## src/rtl/mole_field_if.sv

```systemverilog
// mole_field_if: spawn/whack inputs and mole status outputs of the mole bank.
// master drives requests and buttons, slave is the mole bank itself.
interface mole_field_if #(
  parameter int NUM_MOLES = 8,
  parameter int LIFE_W    = 8,
  parameter int CNT_W     = 8
);
  localparam int IDX_W = (NUM_MOLES > 1) ? $clog2(NUM_MOLES) : 1;

  logic                 tick;
  logic                 spawn_en;
  logic [IDX_W-1:0]     spawn_idx;
  logic [LIFE_W-1:0]    spawn_life;
  logic [NUM_MOLES-1:0] whack;
  logic [NUM_MOLES-1:0] active;
  logic [NUM_MOLES-1:0] hit_mask;
  logic [NUM_MOLES-1:0] miss_mask;
  logic                 spawn_err;
  logic [CNT_W-1:0]     hit_count;
  logic [CNT_W-1:0]     miss_count;

  modport master (
    output tick, spawn_en, spawn_idx, spawn_life, whack,
    input  active, hit_mask, miss_mask, spawn_err,
    input  hit_count, miss_count
  );

  modport slave (
    input  tick, spawn_en, spawn_idx, spawn_life, whack,
    output active, hit_mask, miss_mask, spawn_err,
    output hit_count, miss_count
  );
endinterface

```

## src/rtl/mole_field.sv

```systemverilog
// mole_field: bank of self-timing moles with hit/miss resolution.
// MOLE_FIELD_COUNTERS_EN enables the saturating hit/miss counters.
module mole_field #(
  parameter int NUM_MOLES = 8,
  parameter int LIFE_W    = 8,
  parameter int CNT_W     = 8
) (
  input logic clk,
  input logic clr,
  mole_field_if.slave bus
);
  typedef enum logic {IDLE = 1'b0, UP = 1'b1} st_e;

  st_e                  st_q  [NUM_MOLES];
  st_e                  st_d  [NUM_MOLES];
  logic [LIFE_W-1:0]    tmr_q [NUM_MOLES];
  logic [LIFE_W-1:0]    tmr_d [NUM_MOLES];
  logic [NUM_MOLES-1:0] hit_d, hit_q;
  logic [NUM_MOLES-1:0] miss_d, miss_q;
  logic                 err_d, err_q;
  logic                 idx_ok;
  logic                 tgt_up;

  // Per-mole next state; state is sampled pre-edge so a mole leaving
  // UP this cycle still rejects a spawn aimed at it.
  always_comb begin
    idx_ok = (32'(bus.spawn_idx) < NUM_MOLES);
    tgt_up = 1'b0;
    hit_d  = '0;
    miss_d = '0;
    for (int i = 0; i < NUM_MOLES; i++) begin
      st_d[i]  = st_q[i];
      tmr_d[i] = tmr_q[i];
      if (bus.spawn_en && 32'(bus.spawn_idx) == i
          && st_q[i] == UP)
        tgt_up = 1'b1;
      unique case (st_q[i])
        IDLE: begin
          if (bus.spawn_en && 32'(bus.spawn_idx) == i
              && bus.spawn_life != '0) begin
            st_d[i]  = UP;
            tmr_d[i] = bus.spawn_life;
          end
        end
        UP: begin
          if (bus.whack[i]) begin
            st_d[i]  = IDLE;
            tmr_d[i] = '0;
            hit_d[i] = 1'b1;
          end else if (bus.tick) begin
            if (tmr_q[i] == LIFE_W'(1)) begin
              st_d[i]   = IDLE;
              tmr_d[i]  = '0;
              miss_d[i] = 1'b1;
            end else begin
              tmr_d[i] = tmr_q[i] - LIFE_W'(1);
            end
          end
        end
      endcase
    end
    err_d = bus.spawn_en
          && (!idx_ok || bus.spawn_life == '0 || tgt_up);
  end

  // Mole state, timers and event pulse registers.
  always_ff @(posedge clk) begin
    if (clr) begin
      for (int i = 0; i < NUM_MOLES; i++) begin
        st_q[i]  <= IDLE;
        tmr_q[i] <= '0;
      end
      hit_q  <= '0;
      miss_q <= '0;
      err_q  <= 1'b0;
    end else begin
      for (int i = 0; i < NUM_MOLES; i++) begin
        st_q[i]  <= st_d[i];
        tmr_q[i] <= tmr_d[i];
      end
      hit_q  <= hit_d;
      miss_q <= miss_d;
      err_q  <= err_d;
    end
  end

  // active mirrors the registered per-mole state.
  always_comb begin
    bus.active = '0;
    for (int i = 0; i < NUM_MOLES; i++)
      bus.active[i] = (st_q[i] == UP);
  end

  assign bus.hit_mask  = hit_q;
  assign bus.miss_mask = miss_q;
  assign bus.spawn_err = err_q;

`ifdef MOLE_FIELD_COUNTERS_EN
  logic [CNT_W-1:0] hc_q, mc_q;

  function automatic logic [CNT_W-1:0] sat_add(
    input logic [CNT_W-1:0]     a,
    input logic [NUM_MOLES-1:0] m
  );
    longint s;
    longint mx;
    mx = (longint'(1) << CNT_W) - 1;
    s  = longint'(a);
    for (int j = 0; j < NUM_MOLES; j++)
      s = s + longint'(m[j]);
    if (s > mx) s = mx;
    return CNT_W'(s);
  endfunction

  // Saturating score counters, updated with the mask pulses.
  always_ff @(posedge clk) begin
    if (clr) begin
      hc_q <= '0;
      mc_q <= '0;
    end else begin
      hc_q <= sat_add(hc_q, hit_d);
      mc_q <= sat_add(mc_q, miss_d);
    end
  end

  assign bus.hit_count  = hc_q;
  assign bus.miss_count = mc_q;
`else
  assign bus.hit_count  = '0;
  assign bus.miss_count = '0;
`endif
endmodule

```

## src/flat_wrapper.sv

```systemverilog
// flat-port wrapper written by rule: the top's interface ports become plain ports
module mole_field_flat 
#(
  parameter int NUM_MOLES = 8,
  parameter int LIFE_W    = 8,
  parameter int CNT_W     = 8
)
  (clk, clr, bus_tick, bus_spawn_en, bus_spawn_idx, bus_spawn_life, bus_whack, bus_active, bus_hit_mask, bus_miss_mask, bus_spawn_err, bus_hit_count, bus_miss_count);
  mole_field_if #(.NUM_MOLES(NUM_MOLES), .LIFE_W(LIFE_W), .CNT_W(CNT_W)) bus_i ();
  input logic clk;
  input logic clr;
  input wire logic [$bits(bus_i.tick)-1:0] bus_tick;
  input wire logic [$bits(bus_i.spawn_en)-1:0] bus_spawn_en;
  input wire logic [$bits(bus_i.spawn_idx)-1:0] bus_spawn_idx;
  input wire logic [$bits(bus_i.spawn_life)-1:0] bus_spawn_life;
  input wire logic [$bits(bus_i.whack)-1:0] bus_whack;
  output wire logic [$bits(bus_i.active)-1:0] bus_active;
  output wire logic [$bits(bus_i.hit_mask)-1:0] bus_hit_mask;
  output wire logic [$bits(bus_i.miss_mask)-1:0] bus_miss_mask;
  output wire logic [$bits(bus_i.spawn_err)-1:0] bus_spawn_err;
  output wire logic [$bits(bus_i.hit_count)-1:0] bus_hit_count;
  output wire logic [$bits(bus_i.miss_count)-1:0] bus_miss_count;
  assign bus_i.tick = bus_tick;
  assign bus_i.spawn_en = bus_spawn_en;
  assign bus_i.spawn_idx = bus_spawn_idx;
  assign bus_i.spawn_life = bus_spawn_life;
  assign bus_i.whack = bus_whack;
  assign bus_active = bus_i.active;
  assign bus_hit_mask = bus_i.hit_mask;
  assign bus_miss_mask = bus_i.miss_mask;
  assign bus_spawn_err = bus_i.spawn_err;
  assign bus_hit_count = bus_i.hit_count;
  assign bus_miss_count = bus_i.miss_count;
  mole_field #(.NUM_MOLES(NUM_MOLES), .LIFE_W(LIFE_W), .CNT_W(CNT_W)) u_core (.clk(clk), .clr(clr), .bus(bus_i));
endmodule
```

## config.mk

```make
export PLATFORM = sky130hd
export DESIGN_NAME = mole_field_flat
export DESIGN_NICKNAME = d
export VERILOG_FILES = /design/src/rtl/mole_field_if.sv /design/src/rtl/mole_field.sv /design/src/flat_wrapper.sv
export SDC_FILE = /design/constraint.sdc
export NUM_CORES = 1
export LEC_CHECK = 0
export CORE_ASPECT_RATIO = 0.9
export CORE_UTILIZATION = 51
export CTS_CLUSTER_DIAMETER = 40
export CTS_CLUSTER_SIZE = 40
export DETAILED_ROUTE_END_ITERATION = 6
export PLACE_DENSITY = 0.85
export REMOVE_ABC_BUFFERS = 1
export SYNTH_ARGS = -nofsm -noshare
export SYNTH_HDL_FRONTEND = slang
export SYNTH_SLANG_ARGS = --single-unit
```

## constraint.sdc

```tcl
create_clock -name clk -period 2.13 [get_ports clk]
set_clock_uncertainty 0.2 [all_clocks]
set_input_delay 0.426 -clock clk [delete_from_list [all_inputs] [get_ports clk]]
set_output_delay 0.426 -clock clk [all_outputs]
set_load 0.03 [all_outputs]
```

==> out/results.txt <==
final hold violations: 0
Post-Synthesis Cells: 693
post-layout minimum cycle time: 2.10 ns
pin count of the biggest net entering global routing: 47
Crit Path Max Fanout: 3
die width: 112 um
drt drc: 8
Synth top area share: 0.318
wire length per cell: 20.2 um
register area share after synthesis: 0.318
PortBufs: 47
Reg clk slew, reported paths: 0.06 ns
DP HPWL: 12900 um
Diodes inserted: 0
CP max-delay cell: or4b_4
RSZ-0062 raised after global routing: yes
Final nets: 859
die height: 101 um
Critical Path End Type: register
initial antenna violation count: 0
overall routing resource usage: 0.336
TritonCTS Buffers: 9
Root Buffer: clkbuf_16
Sink Count: 89
Synth-to-Final Area Change: 30.9%
Critical Path Max Stage Delay: 0.47 ns
final RePlAce weighted congestion: 0.957
Worst VDD drop: 339 uV
DR pass1 iterations: 7
flops & latches, synth: 89
Top Ports: 64
CP startpoint kind: register
Final Cycle Share: 0.987
PnR worst setup slack: 0.0286 ns
failing checks: design-rule violations
vias per cell: 6.86
crit-path cells: inv_2 -> ha_4 -> or4b_4 -> or4_1 -> a21oi_1 -> o311a_1
Synth Cell Area: 5600 um^2
Inst Count DP: 933
clk buf depth: 2
Max-Cap Viols: 0
static leakage: 2.98 nW
setup slack at placement: -0.609 ns
Final Setup Violations: 0
PwrDens: 610 nW/um^2
kind of critical path: reg2reg
worst skew pair latency: 0.35 ns
initial DRC count: 690
cell row count: 35
H-tree Lvls: 3
fillers: 797
Post-synth EDFFs: 0
fin cells: 954
total gr overflow: 0
Pins Over Slew Limit: 0
area of the core: 10500 um^2
worst path required time: 2.22 ns
Ys Warns: 0
delay-heaviest family, CP: simple AND/OR/NAND/NOR gates
Slew @ Worst Pin: 0.634 ns
commonest register cell after synthesis: dfxtp_1
Initial Util: 0.535
Slew headroom: 0.574
distinct cell type count after synthesis: 65
first-pass GRT wire length: 30500 um
fmax: 476 MHz
Synth area leaders: dfxtp_1 (32%), o32ai_1 (5.2%), a22oi_1 (5.0%), nand2_1 (4.6%), a21oi_1 (3.7%)
layout cell share with drive strength beyond 1: 0.207
final WL: 19300 um
vias in the first global route: 6105
vias: 6543
Final Util: 0.700
crit path buf inv count: 1
CTS tree: built
Mean Syn Cell Area: 8.07 um^2
HP Class: in2reg
Async SR Flop Fraction: 0
critical path arrival: 2.19 ns
result of the run: finished, violations left
Post-DRT Antenna Nets: 0
Pwr Total: 4.47 mW
overall die area: 11400 um^2
cts-stage hold buffer count: 0
leading area contributor after synthesis: dfxtp_1
[timing repair]
action                     CTS  global route
pin swaps                    4             8
buffers inserted             1             4
setup endpoints to repair   67            56
gates resized for setup     24            39
[routing by layer]
metal / track usage / part of all wire / wire (um) / vias to the layer above
met3: 0.0808 / 0.11 / 2200 / 70
li1: - / - / - / 2909
met4: 0.171 / 0.039 / 755 / 0
met1: 0.427 / 0.39 / 7540 / 3070
met5: 0 / 0 / 0 / -
met2: 0.536 / 0.46 / 8800 / 494
[synth_stat cells, drive strengths merged (7+ instances only)]
cell type and n:
a2111o 8, a211oi 14, a21oi 41, a221oi 7, a22oi 37, a2bb2oi 7
a32oi 20, and3 8, buf 27, clkbuf 28, dfxtp 89, ha 16
inv 50, nand2 69, nand2b 12, nand3 13, nor2 36, nor2b 14
nor3 25, nor4 10, nor4b 7, o21ai 23, o22ai 10, o32ai 34
or4 10
[sequential cells by signal, indices dropped and copies added, names as in the netlist]
register	flops
u_core.bus.miss_mask	8
u_core.bus.hit_mask	8
u_core.bus.spawn_err	1
u_core.st_q	8
u_core.tmr_q	64
[logic make-up after synthesis]
kind of cell	count (synthesis)	share of synthesized area
DFF	89	0.318
AOI/OAI and AO/OA	251	0.343
buffers and inverters	106	0.0850
other	1	0.000670
adders and majority gates	16	0.0358
and+or+nand+nor	230	0.217
[final timing paths]
| kind | slack, ns | cells after the start | startpoint | end |
|---|---|---|---|---|
| worst max-delay path | 0.03 | 6 | u_core.tmr_q[1][1] | u_core.tmr_q[1][6] |
| worst min-delay path | 0.24 | 3 | bus_spawn_en | u_core.bus.spawn_err |
| worst max register to register | 0.03 | 6 | u_core.tmr_q[1][1] | u_core.tmr_q[1][6] |
| worst min register to register | 0.29 | 2 | u_core.tmr_q[2][13] | u_core.tmr_q[2][13] |
[tightest hold or removal path, cell delays in order]
cell	delay, ns
dlymetal6s2s_1	0.18
nand2_1	0.09
a21oi_1	0.04
[report_power, final]
part / leakage [nW] / internal (mW) / switching [mW] / total [mW]
Sequential: 0.722 / 1.72 / 0.0648 / 1.79
Clock: 0.160 / 1.03 / 0.702 / 1.73
Combinational: 2.10 / 0.403 / 0.546 / 0.949
Total: 2.98 / 3.15 / 1.31 / 4.47
[layout by cell type (no fill, tap or decap), types with 8 or more instances in the layout]
| cell | synthesis | routed |
|---|---|---|
| dlygate4sd2_1 | 0 | 8 |
| nand3_1 | 13 | 13 |
| o22ai_1 | 10 | 10 |
| ha_1 | 16 | 14 |
| clkbuf_16 | 0 | 9 |
| a32oi_1 | 20 | 20 |
| buf_4 | 17 | 105 |
| nand2b_1 | 12 | 10 |
| a22oi_1 | 37 | 36 |
| clkdlybuf4s50_1 | 0 | 28 |
| a211oi_1 | 14 | 14 |
| dfxtp_1 | 89 | 88 |
| a2111o_1 | 8 | 8 |
| conb_1 | 1 | 16 |
| and3_1 | 8 | 8 |
| inv_1 | 50 | 45 |
| nor3_1 | 25 | 25 |
| o21ai_0 | 14 | 13 |
| a21oi_1 | 41 | 39 |
| nor2b_1 | 14 | 14 |
| o21ai_1 | 9 | 10 |
| nand2_1 | 69 | 67 |
| nor2_1 | 36 | 35 |
| o32ai_1 | 33 | 32 |
[cell type report]
class	count	area [um^2]	share of cell area
multi-input combinational	513	3550	0.485
sequential	89	1780	0.244
timing repair buffer	156	1320	0.180
clock buffer	9	225	0.0308
inverter	51	191	0.0261
tap	129	161	0.0220
clock inverter	7	92.6	0.0126
[through the flow]
stage               hold slack [ns]  cell area [um^2]  TNS (ns)
global route                  0.248              7320   -0.0383
finish                        0.238              7320         0
global placement              0.263              6810    -28.65
CTS                           0.287              7160     -1.14
floorplan                     0.247              5370     -6.49
detailed placement            0.272              6810    -31.30
Note: power is estimated with default switching activity, not from simulation.
